## config.mk

```make
export PLATFORM = sky130hd
export DESIGN_NAME = cpu_control_fsm
export DESIGN_NICKNAME = d
export VERILOG_FILES = /design/src/rtl/cpu_control_fsm.sv
export SDC_FILE = /design/constraint.sdc
export NUM_CORES = 1
export LEC_CHECK = 0
export ABC_CLOCK_PERIOD_IN_PS = 2100
export CAP_MARGIN = 0
export CORE_ASPECT_RATIO = 1.75
export CORE_MARGIN = 2
export CORE_UTILIZATION = 35
export DETAILED_ROUTE_END_ITERATION = 8
export GPL_TIMING_DRIVEN = 0
export PLACE_DENSITY = 0.64
export SLEW_MARGIN = 20
export SYNTH_ARGS = -nofsm -noshare
export SYNTH_HDL_FRONTEND = slang
export SYNTH_SLANG_ARGS = --single-unit
```

## constraint.sdc

```tcl
create_clock -name clk -period 2.1 [get_ports clk]
set_input_delay 0.21 -clock clk [delete_from_list [all_inputs] [get_ports clk]]
set_output_delay 0.21 -clock clk [all_outputs]
set_load 0.1 [all_outputs]
```

## src/rtl/cpu_control_fsm.sv

```systemverilog
// Multi-cycle control unit for the 16-bit CPU: it fetches instructions, decodes them,
// sequences memory accesses and branches, drives the datapath enables and counts retired instructions.
module cpu_control_fsm #(
  parameter int DATA_W = 16,
  parameter int REG_AW = 4,
  parameter int IMM_W  = 8,
  parameter int CNT_W  = 32
) (
  input  logic                   clk,
  input  logic                   reset,
  input  logic                   halt,
  input  logic [DATA_W-1:0]      instr_in,
  input  logic                   mem_ready,
  input  logic [4:0]             flags,
  output logic                   mem_req,
  output logic                   mem_we,
  output logic                   addr_sel,
  output logic                   ir_en,
  output logic                   pc_en,
  output logic [1:0]             pc_sel,
  output logic                   reg_we,
  output logic [2**REG_AW-1:0]   rdst_onehot,
  output logic [REG_AW-1:0]      rdst_addr,
  output logic [REG_AW-1:0]      rsrc_addr,
  output logic [7:0]             alu_op,
  output logic                   imm_mux,
  output logic [IMM_W-1:0]       imm_out,
  output logic                   wb_sel,
  output logic                   flag_en,
  output logic                   illegal,
  output logic [CNT_W-1:0]       retired
);
  localparam int NUM_REGS = 2**REG_AW;

  typedef enum logic [2:0] {
    S_RESET, S_FETCH, S_DECODE, S_ALU, S_LD, S_LDWB, S_ST, S_BR
  } state_t;

  typedef enum logic [2:0] {K_R, K_IMM, K_LD, K_ST, K_JC, K_BC, K_ILL} kind_t;

  function automatic kind_t classify(input logic [3:0] op, input logic [3:0] ext);
    case (op)
      4'h0: return K_R;
      4'h1, 4'h2, 4'h3, 4'h5, 4'h8, 4'h9, 4'hB, 4'hD: return K_IMM;
      4'h4: begin
        case (ext)
          4'h0:    return K_LD;
          4'h4:    return K_ST;
          4'hC:    return K_JC;
          default: return K_ILL;
        endcase
      end
      4'hC:    return K_BC;
      default: return K_ILL;
    endcase
  endfunction

  // flags are packed {N,Z,F,L,C}
  function automatic logic cond_met(input logic [3:0] cond, input logic [4:0] f);
    logic n, z, fl, l, c;
    {n, z, fl, l, c} = f;
    case (cond)
      4'h0: return z;
      4'h1: return !z;
      4'h2: return c;
      4'h3: return !c;
      4'h4: return l;
      4'h5: return !l;
      4'h6: return n;
      4'h7: return !n;
      4'h8: return fl;
      4'h9: return !fl;
      4'hA: return !l && !z;
      4'hB: return l || z;
      4'hC: return !n && !z;
      4'hD: return n || z;
      4'hE: return 1'b1;
      default: return 1'b0;
    endcase
  endfunction

  state_t                state_q, state_d;
  logic [DATA_W-1:0]     ir_q, ir_d;
  logic                  mem_req_q, mem_req_d, mem_we_q, mem_we_d, addr_sel_q, addr_sel_d;
  logic                  ir_en_q, ir_en_d, pc_en_q, pc_en_d, reg_we_q, reg_we_d;
  logic [1:0]            pc_sel_q, pc_sel_d;
  logic [NUM_REGS-1:0]   onehot_q, onehot_d;
  logic                  imm_mux_q, imm_mux_d, wb_sel_q, wb_sel_d;
  logic                  flag_en_q, flag_en_d, illegal_q, illegal_d;
  logic [CNT_W-1:0]      retired_q, retired_d;
  kind_t                 kind;
  logic                  req_done, st_done;

  assign kind     = classify(ir_q[15:12], ir_q[7:4]);
  assign req_done = mem_req_q && mem_ready;
  // A store retires in the very cycle its write is accepted, so that pc_en follows mem_ready.
  assign st_done  = (state_q == S_ST) && req_done;

  always_comb begin
    state_d    = state_q;
    ir_d       = ir_q;
    mem_req_d  = 1'b0;
    mem_we_d   = 1'b0;
    addr_sel_d = 1'b0;
    ir_en_d    = 1'b0;
    pc_en_d    = 1'b0;
    pc_sel_d   = 2'd0;
    reg_we_d   = 1'b0;
    onehot_d   = '0;
    imm_mux_d  = 1'b0;
    wb_sel_d   = 1'b0;
    flag_en_d  = 1'b0;
    illegal_d  = 1'b0;
    retired_d  = retired_q + CNT_W'(pc_en);

    case (state_q)
      S_RESET:  state_d = S_FETCH;
      S_FETCH: begin
        if (req_done) begin
          ir_d    = instr_in;
          state_d = S_DECODE;
        end
      end
      S_DECODE: begin
        case (kind)
          K_LD:       state_d = S_LD;
          K_ST:       state_d = S_ST;
          K_JC, K_BC: state_d = S_BR;
          default:    state_d = S_ALU;
        endcase
      end
      S_LD:     if (req_done) state_d = S_LDWB;
      S_ST:     if (req_done) state_d = S_FETCH;
      default:  state_d = S_FETCH;
    endcase

    // Outputs are registered against the state being entered.
    case (state_d)
      S_FETCH:  mem_req_d = (state_q == S_FETCH && mem_req_q) || !halt;
      S_DECODE: ir_en_d = 1'b1;
      S_ALU: begin
        reg_we_d  = (kind != K_ILL);
        flag_en_d = (kind != K_ILL);
        imm_mux_d = (kind == K_IMM);
        illegal_d = (kind == K_ILL);
        pc_en_d   = 1'b1;
      end
      S_LD: begin
        mem_req_d  = 1'b1;
        addr_sel_d = 1'b1;
      end
      S_LDWB: begin
        reg_we_d = 1'b1;
        wb_sel_d = 1'b1;
        pc_en_d  = 1'b1;
      end
      S_ST: begin
        mem_req_d  = 1'b1;
        mem_we_d   = 1'b1;
        addr_sel_d = 1'b1;
      end
      S_BR: begin
        pc_en_d = 1'b1;
        if (cond_met(ir_q[11:8], flags)) pc_sel_d = (kind == K_BC) ? 2'd1 : 2'd2;
      end
      default: ;
    endcase

    if (reg_we_d) onehot_d = NUM_REGS'(1) << ir_q[8 +: REG_AW];
  end

  always_ff @(posedge clk or negedge reset) begin
    if (!reset) begin
      state_q    <= S_RESET;
      ir_q       <= '0;
      mem_req_q  <= 1'b0;
      mem_we_q   <= 1'b0;
      addr_sel_q <= 1'b0;
      ir_en_q    <= 1'b0;
      pc_en_q    <= 1'b0;
      pc_sel_q   <= 2'd0;
      reg_we_q   <= 1'b0;
      onehot_q   <= '0;
      imm_mux_q  <= 1'b0;
      wb_sel_q   <= 1'b0;
      flag_en_q  <= 1'b0;
      illegal_q  <= 1'b0;
      retired_q  <= '0;
    end else begin
      state_q    <= state_d;
      ir_q       <= ir_d;
      mem_req_q  <= mem_req_d;
      mem_we_q   <= mem_we_d;
      addr_sel_q <= addr_sel_d;
      ir_en_q    <= ir_en_d;
      pc_en_q    <= pc_en_d;
      pc_sel_q   <= pc_sel_d;
      reg_we_q   <= reg_we_d;
      onehot_q   <= onehot_d;
      imm_mux_q  <= imm_mux_d;
      wb_sel_q   <= wb_sel_d;
      flag_en_q  <= flag_en_d;
      illegal_q  <= illegal_d;
      retired_q  <= retired_d;
    end
  end

  assign mem_req     = mem_req_q;
  assign mem_we      = mem_we_q;
  assign addr_sel    = addr_sel_q;
  assign ir_en       = ir_en_q;
  assign pc_en       = pc_en_q | st_done;
  assign pc_sel      = pc_sel_q;
  assign reg_we      = reg_we_q;
  assign rdst_onehot = onehot_q;
  assign rdst_addr   = ir_q[8 +: REG_AW];
  assign rsrc_addr   = ir_q[0 +: REG_AW];
  assign alu_op      = {ir_q[15:12], ir_q[7:4]};
  assign imm_mux     = imm_mux_q;
  assign imm_out     = ir_q[IMM_W-1:0];
  assign wb_sel      = wb_sel_q;
  assign flag_en     = flag_en_q;
  assign illegal     = illegal_q;
  assign retired     = retired_q;
endmodule

```

==> metrics.md <==
| Metric | Value |
|---|---|
| Std-Cell Core Area | `between 0.009 and 0.01 mm²` |
| CTS Buf Count | `9` |
| Die ar. | `~0.011 mm²` |
| CTS sink cnt | `79` |
| Synth unique cells | `49` |
| Adder-cell area share of the yosys netlist | `less than 1%` |
| Routed vias/inst | `4.84` |
| Clk root buf | `clkbuf_16` |
| Post-Syn Nets | `between 300 and 400` |
| Share of cells above drive strength 1 | `approximately a fifth` |
| Initial antenna violation count | `0` |
| Final worst setup slack | `0.0442 ns` |
| Worst slack, placed | `-0.265 ns` |
| Ys flop type | `dfrtp_1` |
| DP Wirelength | `a little over 6000 µm` |
| CP startpoint kind | `flop` |
| Critical path class | `flop to output port` |
| # DRC | `0` |
| Min-delay worst type | `input port to asynchronous set/reset pin` |
| Largest family of logic cells by synthesized area | `simple AND/OR/NAND/NOR gates` |
| Layout fillers | `879` |
| Fin. max-slew vios | `0` |
| Ant diodes | `0` |
| Worst Path Arrival | `about 1.9 ns` |
| XOR/XNOR share of the synthesized area | `7.99%` |
| Num rows | `47` |
| CP Cell Sequence | `clkdlybuf4s50_1` |
| Final setup vio count | `0` |
| Port Buf Inserts | `108` |
| Post-synthesis async set-or-reset flop share | `100%` |
| Longest Clk Path Bufs | `2` |
| CP max-delay cell | `clkdlybuf4s50_1` |
| First-pass GRT wire length | `~13000 µm` |
| Die Ht | `between 100 and 150 µm` |
| Via count | `~2600` |
| Vias in the first global route | `2648` |
| Layout Nets | `approximately 450` |
| Largest stage delay, worst path | `between 1 and 1.5 ns` |
| Required @ worst endpoint | `approximately 1.9 ns` |
| Post-Syn Instances | `around 290` |
| Gr ovfl total | `0` |
| Num ports | `~110` |
| WP buf/inv | `1` |
| Setup TNS | `0 ns` |
| Placed cells | `roughly 520` |
| Starting DRC count in detailed routing | `70` |
| Reg clk slew, reported paths | `roughly 0.060 ns` |
| H-tree Lvls | `3` |
| Peak supply drop | `1.14 mV` |
| Slew margin rel. | `between 30% and 40%` |
| Register Area | `approximately 0.002 mm²` |
| Routability cong. | `0.768` |
| Seq/Total Area, Yosys | `58.2%` |
| Starting Density | `between 30% and 40%` |
| Crit path max-delay family | `buffers and inverters` |
| Synth warn | `0` |
| Synth-to-Final Area Change | `49.8%` |
| Later-pin clock latency in the skew report | `roughly 0.33 ns` |
| Crit end category | `output port` |
| Largest net degree at the start of global routing | `50` |
| Tcrit/Tclk final | `~100%` |
| CP Max Fanout | `3` |
| Tot Pwr | `about 7.4 mW` |
| Hold Vio Cnt, Final | `0` |
| Final WL | `approximately 8000 µm` |
| Tightest Pin Transition | `1.01 ns` |
| Compound-Gate Fraction of Synth Area | `just over 5%` |
| Pwr dens | `around 1500 mW/mm²` |
| Area occupied by multi-input gates | `0.00140 mm²` |
| MaxCap Viol Count | `0` |
| Proportion of synthesized area in mux cells | `between 5 and 6%` |
| Simple-gate share of the synthesized area | `a little under a fifth` |
| Worst Skew | `between 0.004 and 0.005 ns` |
| R2R depth | `9` |
| Synth Register Bits | `a little under 80` |
| CP Depth | `1` |
| Outcome | `finished clean` |
| Mean Syn Cell Area | `approximately 12 µm²` |
| DR pass1 iterations | `4` |
| Synth Cell Area | `0.00340 mm²` |
| Routed len/inst | `around 15 µm` |
| Final hold slack | `0.355 ns` |
| CTS tree | `yes` |
| Die Span X | `about 79 µm` |
| Final min period | `2.06 ns` |
| Fmax | `486 MHz` |
| Non-filler cells, final | `~550` |
| Aggregate global-route resource usage | `~16%` |
| EDFF count, synth | `0` |
| Antenna-violating nets left | `0` |
| Leakage | `between 2 and 2.5 nW` |
-- path summary, 6_finish.rpt --
path / from / endpoint / slack [ns]
setup / recovery: retired[30] / retired[30] / 0.04
hold / removal: reset / retired[23] / 0.35
setup reg to reg: state_q[2] / retired[27] / 0.06
hold reg to reg: retired[31] / retired[31] / 0.47
max in group asynchronous: reset / mem_req / 1.15
min in group clk: retired[31] / retired[31] / 0.47
-- power breakdown --
group          switching [mW]  leakage [nW]  internal [mW]  total (mW)
Clock                   0.596         0.138          0.950        1.55
Sequential              0.310          1.04           1.77        2.08
Combinational            2.91          1.23          0.890        3.80
Total                    3.82          2.40           3.61        7.43
-- stage by stage --
stage	utilization, %	instance area [µm²]
6_report	53.8	5090
5_1_grt	53.8	5090
4_1_cts	52.9	5010
3_5_place_dp	50.2	4750
3_3_place_gp	49.9	4720
2_1_floorplan	-	3490
-- sequential cells by signal (all words and copies together) (netlist names), 2 cells and up --
signal	flops
rdst_onehot	16
pc_sel	2
state_q	3
ir_q	16
retired	32
-- cells in the mapped netlist (all sizes together), types with 3 or more instances --
cell    instances  area [µm²]
nor3b           3        22.5
xnor2          25         219
nand4           5        31.3
inv             7        26.3
nand2          23        86.3
dfrtp          79        1980
nand2b          7        43.8
nor3           19        95.1
nand3          17         103
buf            11        75.1
xor2            6        52.6
and4            3        28.8
nor4            7        65.1
mux2           16         180
a21oi           4        23.8
clkbuf          4        16.3
nor2           19        71.3
and3            4        25.0
o21ai           6        30.0
-- cell families after synthesis --
| group | after synthesis |
|---|---|
| compound gates | 24 |
| xor+xnor | 31 |
| fa+ha+maj | 2 |
| buf+inv | 22 |
| flops | 79 |
| mux | 17 |
| simple gates | 116 |
-- layer usage --
metal  up-vias  track usage (%)  wire [µm]
li1       1267                -          -
met1      1291             17.7       3090
met2        71             29.2       4520
met3        11             3.10        335
met4         0             7.99        158
met5         -                0          0
-- repair_timing --
action                                  4_1_cts  5_1_grt
hold buffers                                  1        0
endpoints found under the setup margin       54       17
hold endpoints to repair                     30        0
resized for setup                            46        9
setup buffers                                 0        7
pin swaps                                     0        4
-- cells in the final DEF, fill, tap and decap left out, types with 3 or more instances in the layout --
cell type	n
mux2_2	16
nor4_1	5
o21ai_0	6
xnor2_1	25
buf_4	16
nand2b_1	6
a21oi_1	3
dfrtp_1	66
inv_1	7
clkinvlp_4	3
nor3b_1	3
clkdlybuf4s50_1	58
nand3_1	12
dlymetal6s2s_1	6
dlygate4sd2_1	42
nand4_1	5
nor2_1	17
nor3_1	18
clkbuf_16	9
buf_2	3
nand2_1	23
and3_1	4
dfrtp_2	12
xor2_1	6
nand3_4	3
clkbuf_1	4
-- cell type report --
cell class | instances | area share, %
Sequential cell | 79 | 39.2
Multi-Input combinational cell | 190 | 27.4
Timing Repair Buffer | 117 | 22.2
Clock buffer | 11 | 4.77
Tap cell | 122 | 3.00
Buffer | 15 | 1.79
Clock inverter | 5 | 1.13
Inverter | 7 | 0.516
Note: power is estimated with default switching activity, not from simulation.
